[config.mk]
export PLATFORM = sky130hd
export DESIGN_NAME = vram_scan_arbiter_flat
export DESIGN_NICKNAME = d
export VERILOG_FILES = /design/src/rtl/vram_scan_arbiter_if.sv /design/src/rtl/vram_scan_arbiter.sv /design/src/flat_wrapper.sv
export SDC_FILE = /design/constraint.sdc
export NUM_CORES = 1
export LEC_CHECK = 0
export ABC_AREA = 1
export BUFFER_PORTS_ARGS = -buffer_cell sky130_fd_sc_hd__buf_4
export CORE_MARGIN = 8
export CORE_UTILIZATION = 31
export CTS_CLUSTER_DIAMETER = 40
export DETAILED_ROUTE_END_ITERATION = 8
export GPL_TIMING_DRIVEN = 1
export SYNTH_ARGS = -nofsm -noshare
export SYNTH_HDL_FRONTEND = slang
export SYNTH_SLANG_ARGS = --single-unit
[constraint.sdc]
create_clock -name clk -period 4.5 [get_ports clk]
set_input_delay 0.9 -clock clk [delete_from_list [all_inputs] [get_ports clk]]
set_output_delay 0.9 -clock clk [all_outputs]
set_load 0.05 [all_outputs]
[src/rtl/vram_scan_arbiter_if.sv]
// Write-request handshake and single-port framebuffer RAM bus shared by
// the pixel writer, vram_scan_arbiter and the framebuffer BRAM.

interface vram_wr_if #(
   parameter int ADDR_BITS = 19,
   parameter int DATA_BITS = 12
);
   logic                 wr_valid;
   logic                 wr_ready;
   logic [ADDR_BITS-1:0] wr_addr;
   logic [DATA_BITS-1:0] wr_data;

   modport master (output wr_valid, wr_addr, wr_data, input wr_ready);
   modport slave  (input wr_valid, wr_addr, wr_data, output wr_ready);
endinterface

interface vram_mem_if #(
   parameter int ADDR_BITS = 19,
   parameter int DATA_BITS = 12
);
   logic                 mem_en;
   logic                 mem_we;
   logic [ADDR_BITS-1:0] mem_addr;
   logic [DATA_BITS-1:0] mem_wdata;
   logic [DATA_BITS-1:0] mem_rdata;

   modport master (output mem_en, mem_we, mem_addr, mem_wdata, input mem_rdata);
   modport slave  (input mem_en, mem_we, mem_addr, mem_wdata, output mem_rdata);
endinterface

[src/rtl/vram_scan_arbiter.sv]
// Shares the single-port framebuffer between raster-order scanout reads and
// writer requests, keeping the scanout FIFO topped up without overflowing it.

module vram_scan_arbiter #(
   parameter int H_VIS_AREA_PXL = 800,
   parameter int V_VIS_AREA_PXL = 600,
   parameter int ADDR_BITS      = 19,
   parameter int DATA_BITS      = 12,
   parameter int FIFO_DEPTH     = 64,
   parameter int LVL_BITS       = 7,
   parameter int LOW_WATER      = 16,
   parameter int MAX_RD_RUN     = 8,
   parameter int MEM_LATENCY    = 2
) (
   input  logic                 clk,
   input  logic                 reset,
   input  logic                 frame_start_i,
   input  logic [LVL_BITS-1:0]  fifo_level_i,
   vram_wr_if.slave             wr,
   vram_mem_if.master           mem,
   output logic                 pix_valid_o,
   output logic [DATA_BITS-1:0] pix_data_o,
   output logic                 fetch_done_o
);

   localparam int SUM_BITS = LVL_BITS + 1;
   localparam int RUN_BITS = $clog2(MAX_RD_RUN + 1);

   localparam logic [ADDR_BITS-1:0] LAST_ADDR = ADDR_BITS'(H_VIS_AREA_PXL * V_VIS_AREA_PXL - 1);
   localparam logic [SUM_BITS-1:0]  DEPTH_S   = SUM_BITS'(FIFO_DEPTH);
   localparam logic [SUM_BITS-1:0]  LOW_S     = SUM_BITS'(LOW_WATER);
   localparam logic [RUN_BITS-1:0]  RUN_MAX   = RUN_BITS'(MAX_RD_RUN);

   typedef enum logic [1:0] {
      S_IDLE,
      S_FETCH,
      S_DONE
   } state_e;

   state_e                 state_q, state_d;
   logic [ADDR_BITS-1:0]   rd_addr_q, rd_addr_d;
   logic [RUN_BITS-1:0]    run_q, run_d;
   logic [MEM_LATENCY-1:0] ret_q, ret_d;
   logic                   mem_en_q, mem_en_d;
   logic                   mem_we_q, mem_we_d;
   logic [ADDR_BITS-1:0]   mem_addr_q, mem_addr_d;
   logic [DATA_BITS-1:0]   mem_wdata_q, mem_wdata_d;
   logic                   fetch_done_q, fetch_done_d;

   logic                   rd_issue;
   logic [SUM_BITS-1:0]    inflight;
   logic [SUM_BITS-1:0]    level_sum;
   logic                   room;
   logic                   urgent;
   logic                   rd_ok;
   logic                   gnt_rd;
   logic                   gnt_wr;

   // A read sitting in the issue register is already committed to the FIFO.
   assign rd_issue = mem_en_q & ~mem_we_q;

   // NOTE: every always_comb output gets a default first, so no latch is inferred.
   always_comb begin
      inflight = SUM_BITS'(rd_issue);
      for (int k = 0; k < MEM_LATENCY; k++) begin
         inflight = inflight + SUM_BITS'(ret_q[k]);
      end
   end

   assign level_sum = SUM_BITS'(fifo_level_i) + inflight;
   assign room      = (level_sum < DEPTH_S);
   assign urgent    = (level_sum < LOW_S);
   assign rd_ok     = (state_q == S_FETCH) && room && !frame_start_i;

   assign gnt_wr = !reset && wr.wr_valid && !(rd_ok && urgent) && (!rd_ok || (run_q >= RUN_MAX));
   assign gnt_rd = !reset && rd_ok && !gnt_wr;

   always_comb begin
      state_d   = state_q;
      rd_addr_d = rd_addr_q;
      if (frame_start_i) begin
         state_d   = S_FETCH;
         rd_addr_d = '0;
      end else if (gnt_rd) begin
         rd_addr_d = rd_addr_q + ADDR_BITS'(1);
         if (rd_addr_q == LAST_ADDR) begin
            state_d = S_DONE;
         end
      end
   end

   always_comb begin
      run_d = run_q;
      if (!wr.wr_valid || gnt_wr) begin
         run_d = '0;
      end else if (gnt_rd && (run_q < RUN_MAX)) begin
         run_d = run_q + RUN_BITS'(1);
      end
   end

   // Return pipe: ret_q[k] marks a read that left the issue register k+1 cycles ago.
   always_comb begin
      ret_d = '0;
      if (!frame_start_i) begin
         ret_d[0] = rd_issue;
         for (int k = 1; k < MEM_LATENCY; k++) begin
            ret_d[k] = ret_q[k-1];
         end
      end
   end

   always_comb begin
      mem_en_d     = gnt_rd | gnt_wr;
      mem_we_d     = gnt_wr;
      mem_addr_d   = mem_addr_q;
      mem_wdata_d  = mem_wdata_q;
      if (gnt_wr) begin
         mem_addr_d  = wr.wr_addr;
         mem_wdata_d = wr.wr_data;
      end else if (gnt_rd) begin
         mem_addr_d  = rd_addr_q;
      end
      fetch_done_d = (state_d == S_DONE);
   end

   // NOTE: registers use non-blocking assignments so all of them sample pre-edge values.
   always_ff @(posedge clk) begin
      if (reset) begin
         state_q      <= S_IDLE;
         rd_addr_q    <= '0;
         run_q        <= '0;
         ret_q        <= '0;
         mem_en_q     <= 1'b0;
         mem_we_q     <= 1'b0;
         mem_addr_q   <= '0;
         mem_wdata_q  <= '0;
         fetch_done_q <= 1'b0;
      end else begin
         state_q      <= state_d;
         rd_addr_q    <= rd_addr_d;
         run_q        <= run_d;
         ret_q        <= ret_d;
         mem_en_q     <= mem_en_d;
         mem_we_q     <= mem_we_d;
         mem_addr_q   <= mem_addr_d;
         mem_wdata_q  <= mem_wdata_d;
         fetch_done_q <= fetch_done_d;
      end
   end

   assign wr.wr_ready    = gnt_wr;
   assign mem.mem_en     = mem_en_q;
   assign mem.mem_we     = mem_we_q;
   assign mem.mem_addr   = mem_addr_q;
   assign mem.mem_wdata  = mem_wdata_q;
   assign pix_valid_o    = ret_q[MEM_LATENCY-1] & ~frame_start_i;
   assign pix_data_o     = mem.mem_rdata;
   assign fetch_done_o   = fetch_done_q;

endmodule
[src/flat_wrapper.sv]
// flat-port wrapper written by rule: the top's interface ports become plain ports
module vram_scan_arbiter_flat 
#(
   parameter int H_VIS_AREA_PXL = 800,
   parameter int V_VIS_AREA_PXL = 600,
   parameter int ADDR_BITS      = 19,
   parameter int DATA_BITS      = 12,
   parameter int FIFO_DEPTH     = 64,
   parameter int LVL_BITS       = 7,
   parameter int LOW_WATER      = 16,
   parameter int MAX_RD_RUN     = 8,
   parameter int MEM_LATENCY    = 2
)
  (clk, reset, frame_start_i, fifo_level_i, pix_valid_o, pix_data_o, fetch_done_o, wr_wr_valid, wr_wr_addr, wr_wr_data, wr_wr_ready, mem_mem_en, mem_mem_we, mem_mem_addr, mem_mem_wdata, mem_mem_rdata);
  vram_wr_if #(.ADDR_BITS(ADDR_BITS), .DATA_BITS(DATA_BITS)) wr_i ();
  vram_mem_if #(.ADDR_BITS(ADDR_BITS), .DATA_BITS(DATA_BITS)) mem_i ();
  input  logic clk;
  input  logic reset;
  input  logic frame_start_i;
  input  logic [LVL_BITS-1:0] fifo_level_i;
  output logic pix_valid_o;
  output logic [DATA_BITS-1:0] pix_data_o;
  output logic fetch_done_o;
  input wire logic [$bits(wr_i.wr_valid)-1:0] wr_wr_valid;
  input wire logic [$bits(wr_i.wr_addr)-1:0] wr_wr_addr;
  input wire logic [$bits(wr_i.wr_data)-1:0] wr_wr_data;
  output wire logic [$bits(wr_i.wr_ready)-1:0] wr_wr_ready;
  output wire logic [$bits(mem_i.mem_en)-1:0] mem_mem_en;
  output wire logic [$bits(mem_i.mem_we)-1:0] mem_mem_we;
  output wire logic [$bits(mem_i.mem_addr)-1:0] mem_mem_addr;
  output wire logic [$bits(mem_i.mem_wdata)-1:0] mem_mem_wdata;
  input wire logic [$bits(mem_i.mem_rdata)-1:0] mem_mem_rdata;
  assign wr_i.wr_valid = wr_wr_valid;
  assign wr_i.wr_addr = wr_wr_addr;
  assign wr_i.wr_data = wr_wr_data;
  assign wr_wr_ready = wr_i.wr_ready;
  assign mem_mem_en = mem_i.mem_en;
  assign mem_mem_we = mem_i.mem_we;
  assign mem_mem_addr = mem_i.mem_addr;
  assign mem_mem_wdata = mem_i.mem_wdata;
  assign mem_i.mem_rdata = mem_mem_rdata;
  vram_scan_arbiter #(.H_VIS_AREA_PXL(H_VIS_AREA_PXL), .V_VIS_AREA_PXL(V_VIS_AREA_PXL), .ADDR_BITS(ADDR_BITS), .DATA_BITS(DATA_BITS), .FIFO_DEPTH(FIFO_DEPTH), .LVL_BITS(LVL_BITS), .LOW_WATER(LOW_WATER), .MAX_RD_RUN(MAX_RD_RUN), .MEM_LATENCY(MEM_LATENCY)) u_core (.clk(clk), .reset(reset), .frame_start_i(frame_start_i), .fifo_level_i(fifo_level_i), .wr(wr_i), .mem(mem_i), .pix_valid_o(pix_valid_o), .pix_data_o(pix_data_o), .fetch_done_o(fetch_done_o));
endmodule
==> results.py <==
metrics = {
    "yosys": {
        "synth-compound-area-share_pct": 4.77,
        "synth_area_um2": 3280,
        "synth_adder_area_share_pct": 2.29,
        "synth_cell_types": 28,
        "yosysSeqAreaShare_pct": 37.2,
        "synthSimpleGateAreaFrac_pct": 39.2,
        "synth-seq-cells": 61,
        "synth_top_area_share_pct": 37.2,
        "synth-edff-count": 0,
        "async_flop_share_pct": 0,
        "ys_warn_count": 0,
        "ys.flop_type": "dfxtp_1",
        "synthTopCellsByCount": "nand2_1 (103), nand3_1 (82), nor2_1 (69), dfxtp_1 (61), inv_1 (37)",
        "synth.area.mux_share_pct": 0,
        "synth_top_family_by_area": "simple AND/OR/NAND/NOR gates",
        "synth_area_per_cell_um2": 7.01,
        "yosysMostFrequentCell": "nand2_1",
        "synth_fp_nets": 528,
        "yosysTopAreaCell": "dfxtp_1",
        "synthCells": 468,
        "synth_area_leaders": "dfxtp_1 (37%), nand3_1 (13%), nand2_1 (12%), nor2_1 (7.9%), inv_1 (4.2%)",
        "synth-xor-area-share_pct": 4.27,
    },
    "drt": {
        "vias_per_cell": 4.62,
        "post-route-drc-count": 0,
        "routed_wl_um": 8410,
        "drtIter0Drc": 150,
        "wl_per_cell_um": 12.7,
        "num_vias": 3065,
        "drt-pass1-iter-count": 4,
        "ant_nets": 0,
    },
    "timing": {
        "slew_headroom_pct": 44.3,
        "worstMarginPinSlew_ps": 835,
        "final_hold_viol_count": 0,
        "skew_ps": 10.0,
        "min_period_ps": 3640,
        "clock.fmax_mhz": 274,
        "final_max_slew_viol_count": 0,
        "setup_viol": 0,
        "finalCritPeriodShare_pct": 81.0,
        "rsz0062_at_grt": "false",
        "setup_slack_ps": 855,
        "fin_tns_setup_ps": 0,
    },
    "layout": {
        "synthToLayoutAreaGrowth_pct": 22.0,
        "fin_nets": 583,
        "layout.cells.non_filler": 664,
        "diodes": 0,
        "drive_gt1_share_pct": 23.1,
    },
    "power_and_ir_drop": {
        "intPower_uw": 880,
        "p_comb_share_pct": 15.2,
        "p_sw_uw": 369,
        "p_per_area_nw_per_um2": 312,
        "pwr-share-clk_pct": 39.3,
        "power_leakage_uw": 0.00174,
        "vdd_drop_max_mv": 0.135,
        "power_frac_seq_pct": 45.5,
        "swShare_pct": 29.5,
        "p_total_uw": 1250,
    },
    "critical_path": {
        "crit_start": "u_core.mem.mem_en$_SDFF_PP0_",
        "cp.arrival_ps": 2740,
        "crit_type": "reg2out",
        "crit_path_max_incr_delay_ps": 340,
        "crit_chain": "inv_1 > nor2_1 > ha_1 > ha_1 > nand2_1 > nand2_1 > nand2_1 > nand2_2 > nand2_1 > nand2_1 > nand2_1 > nand2_2 > nand2_2 > inv_1 > buf_4",
        "r2r_start": "u_core.mem.mem_en$_SDFF_PP0_",
        "crit_fanout": 20,
        "crit_top_cell": "nand2_1",
        "cp-start-kind": "flop",
        "worstPathRequired_ps": 3600,
        "cp_slowest_cell": "dfxtp_1",
        "cp-end-kind": "output port",
    },
    "global_routing": {
        "grt_pass1_wl_um": 14000,
        "grt_pass1_vias": 2968,
        "antenna_found_initial": 0,
        "grt_max_degree": 39,
        "track_usage_pct": 11.9,
        "grt_overflow": 0,
    },
    "clock_tree": {
        "clockBufferDepth": 2,
        "cts_tree": "done",
        "cts_made_buffers": 9,
        "clkSinkCount": 61,
        "post_cts_buffers": 0,
        "clock_latency_ps": 340,
        "root_buffer": "clkbuf_8",
        "cts_resized": 0,
        "ctsHoldBuffers": 0,
        "h-tree-depth": 3,
        "clk_pin_slew_worst_paths_ps": 70,
    },
    "floorplanning": {
        "num_io_pins": 102,
        "dieArea_um2": 14100,
        "start_util_pct": 31.8,
        "coreArea_um2": 10300,
        "row_count": 37,
        "die_h_um": 119,
        "die_x_um": 119,
    },
    "outcome": {
        "run_status": "finished, final reports clean",
    },
    "place": {
        "place_congestion": 0.852,
        "dp_slack_ps": 887,
        "dp.cells": 648,
        "port_buffers": 77,
        "dp_hpwl_um": 6200,
    },
    "worst_hold_path": {
        "holdCritStartpoint": "u_core.ret_q[0]$_SDFF_PP0_",
        "min_path_type": "reg2reg",
    },
    "run": {
        "drv_cap": 0,
    },
}
area by class of cell:
cell class,count,area (µm²)
Clock buffer,9,124
Clock inverter,7,75.1
Fill cell,1094,6320
Inverter,43,161
Multi-Input combinational cell,329,1660
Sequential cell,61,1220
Tap cell,136,170
Timing Repair Buffer,79,593
per-layer routing:
metal  up-vias  wire, µm  track usage (%)
met4         0       171             5.30
met2        61      3930             19.5
met1      1394      3840             14.1
li1       1594         -                -
met3        16       471             3.40
met5         -         0                0
worst paths after layout:
check                                      end  slack [ps]  cells after the start
setup reg to reg  u_core.state_q[0]$_SDFF_PP0_        1420                     17
hold / removal      u_core.ret_q[1]$_SDFF_PP0_         450                      2
hold reg to reg     u_core.ret_q[1]$_SDFF_PP0_         450                      2
setup / recovery                   wr_wr_ready         860                     15
cell usage in the layout (no fill, tap or decap), types with 4 or more instances in the layout:
master    count
nand2_1     103
nand3_1      82
buf_4        79
nor2_1       69
dfxtp_1      61
inv_1        37
a21oi_1      16
xor2_1       15
clkbuf_8      9
nor3_1        8
nand4_1       6
a21oi_2       6
ha_1          6
inv_2         5
nand3_2       5
nand2_2       4
flip-flops by register name, summed over array words and instances (netlist names):
register,flops
u_core.fetch_done_o,1
u_core.mem.mem_addr,19
u_core.mem.mem_en,1
u_core.mem.mem_wdata,12
u_core.mem.mem_we,1
u_core.rd_addr_q,19
u_core.ret_q,2
u_core.run_q,4
u_core.state_q,2
worst max-delay path, delay by kind of cell (launching register included):
kind	cells	cell delay, ps
adders and majority gates	2	510
buffers and inverters	3	640
DFF	1	340
and+or+nand+nor	10	900
through the flow:
| stage | util [%] | hold slack, ps | instance area (µm²) |
|---|---|---|---|
| final | 38.8 | 446 | 4000 |
| after global routing | 38.8 | 468 | 4000 |
| after CTS | 38.8 | 453 | 4000 |
| after detailed placement | 36.9 | 442 | 3800 |
| after global placement | 36.9 | 431 | 3800 |
| after floorplan | - | 413 | 3280 |
power groups by stage:
stage / Combinational, µW / Sequential [µW] / Clock, µW
after floorplan: 97.1 / 637 / 0
after global placement: 190 / 580 / 0
after detailed placement: 191 / 581 / 0
after CTS: 192 / 568 / 509
after global routing: 204 / 570 / 529
final: 189 / 568 / 491
kinds of logic (layout without fill, tap and decap cells):
family	count (synthesis)	count (layout)
flops	61	61
compound gates	24	24
fa+ha+maj	6	6
xor+xnor	16	16
simple gates	283	283
buf+inv	78	138
Note: power is estimated with default switching activity, not from simulation.
